File: config.mk
export PLATFORM = sky130hd
export DESIGN_NAME = pc_unit
export DESIGN_NICKNAME = d
export VERILOG_FILES = /design/src/rtl/pc_unit.sv
export SDC_FILE = /design/constraint.sdc
export NUM_CORES = 1
export LEC_CHECK = 0
export CORE_ASPECT_RATIO = 1.1
export CORE_MARGIN = 5
export CORE_UTILIZATION = 55
export DETAILED_ROUTE_END_ITERATION = 8
export DONT_BUFFER_PORTS = 1
export PLACE_DENSITY_LB_ADDON = 0.15
export SYNTH_ARGS = -nofsm -noshare
export SYNTH_HDL_FRONTEND = slang
export SYNTH_SLANG_ARGS = --single-unit
File: constraint.sdc
create_clock -name clk -period 2.1 [get_ports clk]
set_input_delay 0.21 -clock clk [delete_from_list [all_inputs] [get_ports clk]]
set_output_delay 0.21 -clock clk [all_outputs]
set_load 0.02 [all_outputs]
File: src/rtl/pc_unit.sv
// Fetch-stage program counter: boots from a vector held in instruction memory,
// then steps, stalls, jumps and halts under control of the hazard and branch logic.
module pc_unit #(
    parameter int PC_WIDTH          = 32,
    parameter int INSTR_STEP        = 1,
    parameter int RESET_VECTOR_ADDR = 0
) (
    input  logic                clk,
    input  logic                rst_n,
    input  logic [PC_WIDTH-1:0] imem_data,
    input  logic                jump,
    input  logic [PC_WIDTH-1:0] jump_target,
    input  logic                stall,
    input  logic                halt,
    output logic [PC_WIDTH-1:0] imem_addr,
    output logic [PC_WIDTH-1:0] pc,
    output logic                fetch_valid,
    output logic                flush
);

    localparam logic [PC_WIDTH-1:0] RV_ADDR = PC_WIDTH'(RESET_VECTOR_ADDR);
    localparam logic [PC_WIDTH-1:0] STEP    = PC_WIDTH'(INSTR_STEP);

    typedef enum logic [1:0] {
        S_BOOT,
        S_LOAD,
        S_RUN,
        S_HALTED
    } state_t;

    state_t              state_q, state_d;
    logic [PC_WIDTH-1:0] pc_q, pc_d;

    // NOTE: sequential state uses non-blocking assignments so every register
    // samples the pre-edge value of every other register.
    always_ff @(posedge clk) begin
        if (!rst_n) begin
            state_q <= S_BOOT;
            pc_q    <= '0;
        end else begin
            state_q <= state_d;
            pc_q    <= pc_d;
        end
    end

    // NOTE: every signal written here gets a default first, so no path
    // through the case can leave one unassigned and infer a latch.
    always_comb begin
        state_d     = state_q;
        pc_d        = pc_q;
        imem_addr   = RV_ADDR;
        fetch_valid = 1'b0;
        flush       = 1'b0;

        unique case (state_q)
            S_BOOT: begin
                state_d = S_LOAD;
            end
            S_LOAD: begin
                // Boot PC arrives from the vector read issued during BOOT.
                pc_d    = imem_data;
                state_d = S_RUN;
            end
            S_RUN: begin
                imem_addr   = pc_q;
                fetch_valid = ~stall & ~jump & ~halt;
                if (jump) begin
                    // A same-cycle halt is on the wrong path, so it is dropped.
                    pc_d  = jump_target;
                    flush = 1'b1;
                end else if (halt) begin
                    state_d = S_HALTED;
                end else if (!stall) begin
                    pc_d = pc_q + STEP;
                end
            end
            S_HALTED: begin
                imem_addr = pc_q;
            end
            default: begin
                state_d = S_BOOT;
            end
        endcase
    end

    assign pc = pc_q;

endmodule

==> results.json <==
{
  "critPathArrivalTime_ns": 1.73,
  "muxShareOfSynthArea": 0.0298,
  "synth_area_leaders": "sky130_fd_sc_hd__dfxtp_1, sky130_fd_sc_hd__nor2b_1, sky130_fd_sc_hd__o21ai_0",
  "worst_setup_path_start_kind": "flop",
  "yosys.area_share.xor_xnor": 0,
  "p_switching_mw": 2.19,
  "via_per_inst": 6.63,
  "max-vdd-ir-drop_mv": 0.958,
  "final_layout_size_suffix_gt1_frac": 0.247,
  "filler_cells": 420,
  "timing.critical_path.from": "state_q[0]",
  "postRouteWirelength_microns": 9990,
  "via_count": 3308,
  "worst-endpoint-required_ns": 1.89,
  "drt_pass1_iterations": 5,
  "power_report.internal_total_mw": 2.26,
  "ys_ff_latch": 34,
  "worst-slew-pin-transition_ns": 0.543,
  "max_freq_ghz": 0.515,
  "floorplan.die_area_sq_um": 6480,
  "worst_r2r_startpoint": "state_q[0]",
  "ff2ff_setup_slack_ns": 0.17,
  "power.share.sequential": 0.246,
  "floorplan.initialDensity": 0.558,
  "io_pins": 135,
  "combinational_family_with_the_most_area_after_synthesis": "compound AO/OA/AOI/OAI gates",
  "netlist_area_sq_um": 2730,
  "finish.instance_area_sq_um": 3460,
  "grt_first_pass_wirelength_microns": 15600,
  "cts.htree.levels": 2,
  "yosys.cell_types.count": 54,
  "core-area_sq_um": 4900,
  "port-buffer-count": 0,
  "synth.yosys.seq_area_share": 0.249,
  "synth_nets": 449,
  "synth-warning-count": 0,
  "power.density_nw_per_um2": 1280,
  "rsz0062_at_grt": "no",
  "yosys.area.top_type": "sky130_fd_sc_hd__dfxtp_1",
  "critPathCaptureType": "output pin",
  "final_hold_viol_count": 0,
  "max_cap_viol": 0,
  "row_count": 27,
  "worst_r2r_path_depth": 8,
  "detail_route.iter0.violations": 331,
  "static-leakage-power_nw": 1.36,
  "place_hpwl_microns": 7570,
  "post_synthesis_compound_gate_area_fraction": 0.327,
  "setup_tns_ns": 0,
  "holdWs_ns": 0.0497,
  "maxSlewHeadroom": 0.635,
  "chipWidth_microns": 77.2,
  "route.antenna.remaining_nets": 0,
  "largest_net_degree_at_the_start_of_global_routing": 38,
  "timing.final.max_slew_violations": 0,
  "antenna_found_initial": 0,
  "crit_path_max_fanout": 19,
  "die_h_microns": 83.9,
  "p_clk_frac": 0.104,
  "dp.cells": 489,
  "clockBufferDepth": 2,
  "grt_overflow": 0,
  "numCtsBuffers": 5,
  "synth_flop_cell": "sky130_fd_sc_hd__dfxtp_1",
  "swShare": 0.492,
  "syn_to_final_growth_pct": 26.8,
  "post_synth_and_or_nand_nor_area_fraction": 0.312,
  "layout.cells.most_common_list": "sky130_fd_sc_hd__buf_4, sky130_fd_sc_hd__dfxtp_1, sky130_fd_sc_hd__o21ai_0",
  "p_comb_frac": 0.649,
  "cp-endpoint": "imem_addr[13]",
  "setup_violations": 0,
  "cts.root.buffer_cell": "sky130_fd_sc_hd__clkbuf_8",
  "route.detailed.wl_per_inst_microns": 20.0,
  "commonest_non_fill_non_tap_cell_in_the_layout": "sky130_fd_sc_hd__buf_4",
  "synth_async_sr_flop_share": 0,
  "antenna_cells": 0,
  "critical_path.reg2reg.endpoint": "pc[8]",
  "syn_avg_cell_area_sq_um": 7.31,
  "dpl-instance-area_sq_um": 3360,
  "cts_tree": "yes",
  "layout.cells.non_filler": 499,
  "status": "complete, no violations",
  "clock_sink_count": 34,
  "globalRouteTotalUtil": 0.289,
  "period_share": 0.925,
  "synth-adder-area-share": 0.0275,
  "fin_nets": 516,
  "clock_period_minus_final_worst_setup_slack_ns": 1.94,
  "synth_enable_flop_cells": 0,
  "clock_insertion_delay_worst_skew_ns": 0.28,
  "post_synth_inst_count": 374,
  "synth_top_area_share": 0.249,
  "residual_drc_count": 0,
  "criticalPathCategory": "flop to output pin",
  "cts.clk_slew.worst_paths_ns": 0.07,
  "first_global_vias": 3102,
  "worstHoldPathType": "primary input to flop",
  "final.setup_skew_ns": 0.00487,
  "globalplace.congestion": 0.988
}
cell type report:
type / count / area [sq um] / area share
sequential: 34 / 682 / 0.197
multi-input combinational: 301 / 1920 / 0.554
timing repair buffer: 90 / 679 / 0.196
tap: 58 / 72.6 / 0.0209
clock buffer: 7 / 76.3 / 0.0220
inverter: 9 / 33.8 / 0.00975
kinds of logic (layout without fill, tap and decap cells):
logic type                 Yosys count  after routing
DFF                                 34             34
AOI/OAI and AO/OA                  131            131
and+or+nand+nor                    156            156
muxes                                8              8
buffers and inverters               39            106
adders and majority gates            6              6
synthesized netlist by cell type (all sizes together), types with 5 or more instances:
| cell | n |
|---|---|
| mux2i | 7 |
| a221oi | 5 |
| clkbuf | 27 |
| nand3 | 9 |
| a22o | 6 |
| o21ai | 34 |
| nand2 | 29 |
| a21oi | 18 |
| a21boi | 13 |
| o211ai | 12 |
| a22oi | 5 |
| inv | 8 |
| nor4 | 11 |
| a221o | 6 |
| ha | 6 |
| and3 | 5 |
| nor2 | 23 |
| or3 | 6 |
| nor2b | 29 |
| a31oi | 6 |
| nor3 | 14 |
| nand4 | 11 |
| o22ai | 6 |
| dfxtp | 34 |
through the flow:
stage	power, mW	setup WS [ns]	utilization
floorplan	2.82	-0.00832	-
global placement	3.83	0.156	0.685
detailed placement	3.89	0.104	0.685
CTS	4.35	0.0924	0.701
global route	4.74	0.0311	0.707
finish	4.45	0.158	0.707
critical path, cell delays in order, from the launching register on:
cell                      delay (ns)
sky130_fd_sc_hd__dfxtp_2        0.38
sky130_fd_sc_hd__inv_1          0.06
sky130_fd_sc_hd__ha_1           0.22
sky130_fd_sc_hd__buf_4          0.17
sky130_fd_sc_hd__nor2_2         0.13
sky130_fd_sc_hd__buf_4          0.24
sky130_fd_sc_hd__nor2b_1        0.08
sky130_fd_sc_hd__buf_4          0.16
metal layers:
metal	vias up	wire length [microns]	global-route usage
met5	-	0	0
met4	0	290	0.0953
met3	28	1000	0.0637
met2	208	4700	0.473
met1	1531	4000	0.374
li1	1541	-	-
power groups by stage:
stage | sequential (mW) | combinational, mW | clock (mW)
global placement | 1.09 | 2.74 | 0
floorplan | 1.49 | 1.33 | 0
finish | 1.10 | 2.89 | 0.464
global route | 1.13 | 3.13 | 0.482
detailed placement | 1.10 | 2.79 | 0
CTS | 1.09 | 2.80 | 0.463
state kept, by name (all words and copies together) (netlist names):
register	count
state_q	2
pc	32
repair_timing:
item,4_1_cts,5_1_grt
buffers inserted,0,3
gates resized for setup,0,4
endpoints found under the setup margin,0,6
hold buffers,0,0
worst min-delay path by stage:
stage                   start      to  slack [ns]  cells past startpoint
3_5_place_dp            rst_n   pc[5]        0.34                      1
3_3_place_gp            rst_n  pc[19]        0.33                      1
5_1_grt                 rst_n   pc[5]        0.05                      1
2_1_floorplan  jump_target[4]   pc[4]        0.38                      2
6_report                rst_n   pc[5]        0.05                      1
4_1_cts                 rst_n   pc[5]        0.05                      1
Note: power is estimated with default switching activity, not from simulation.
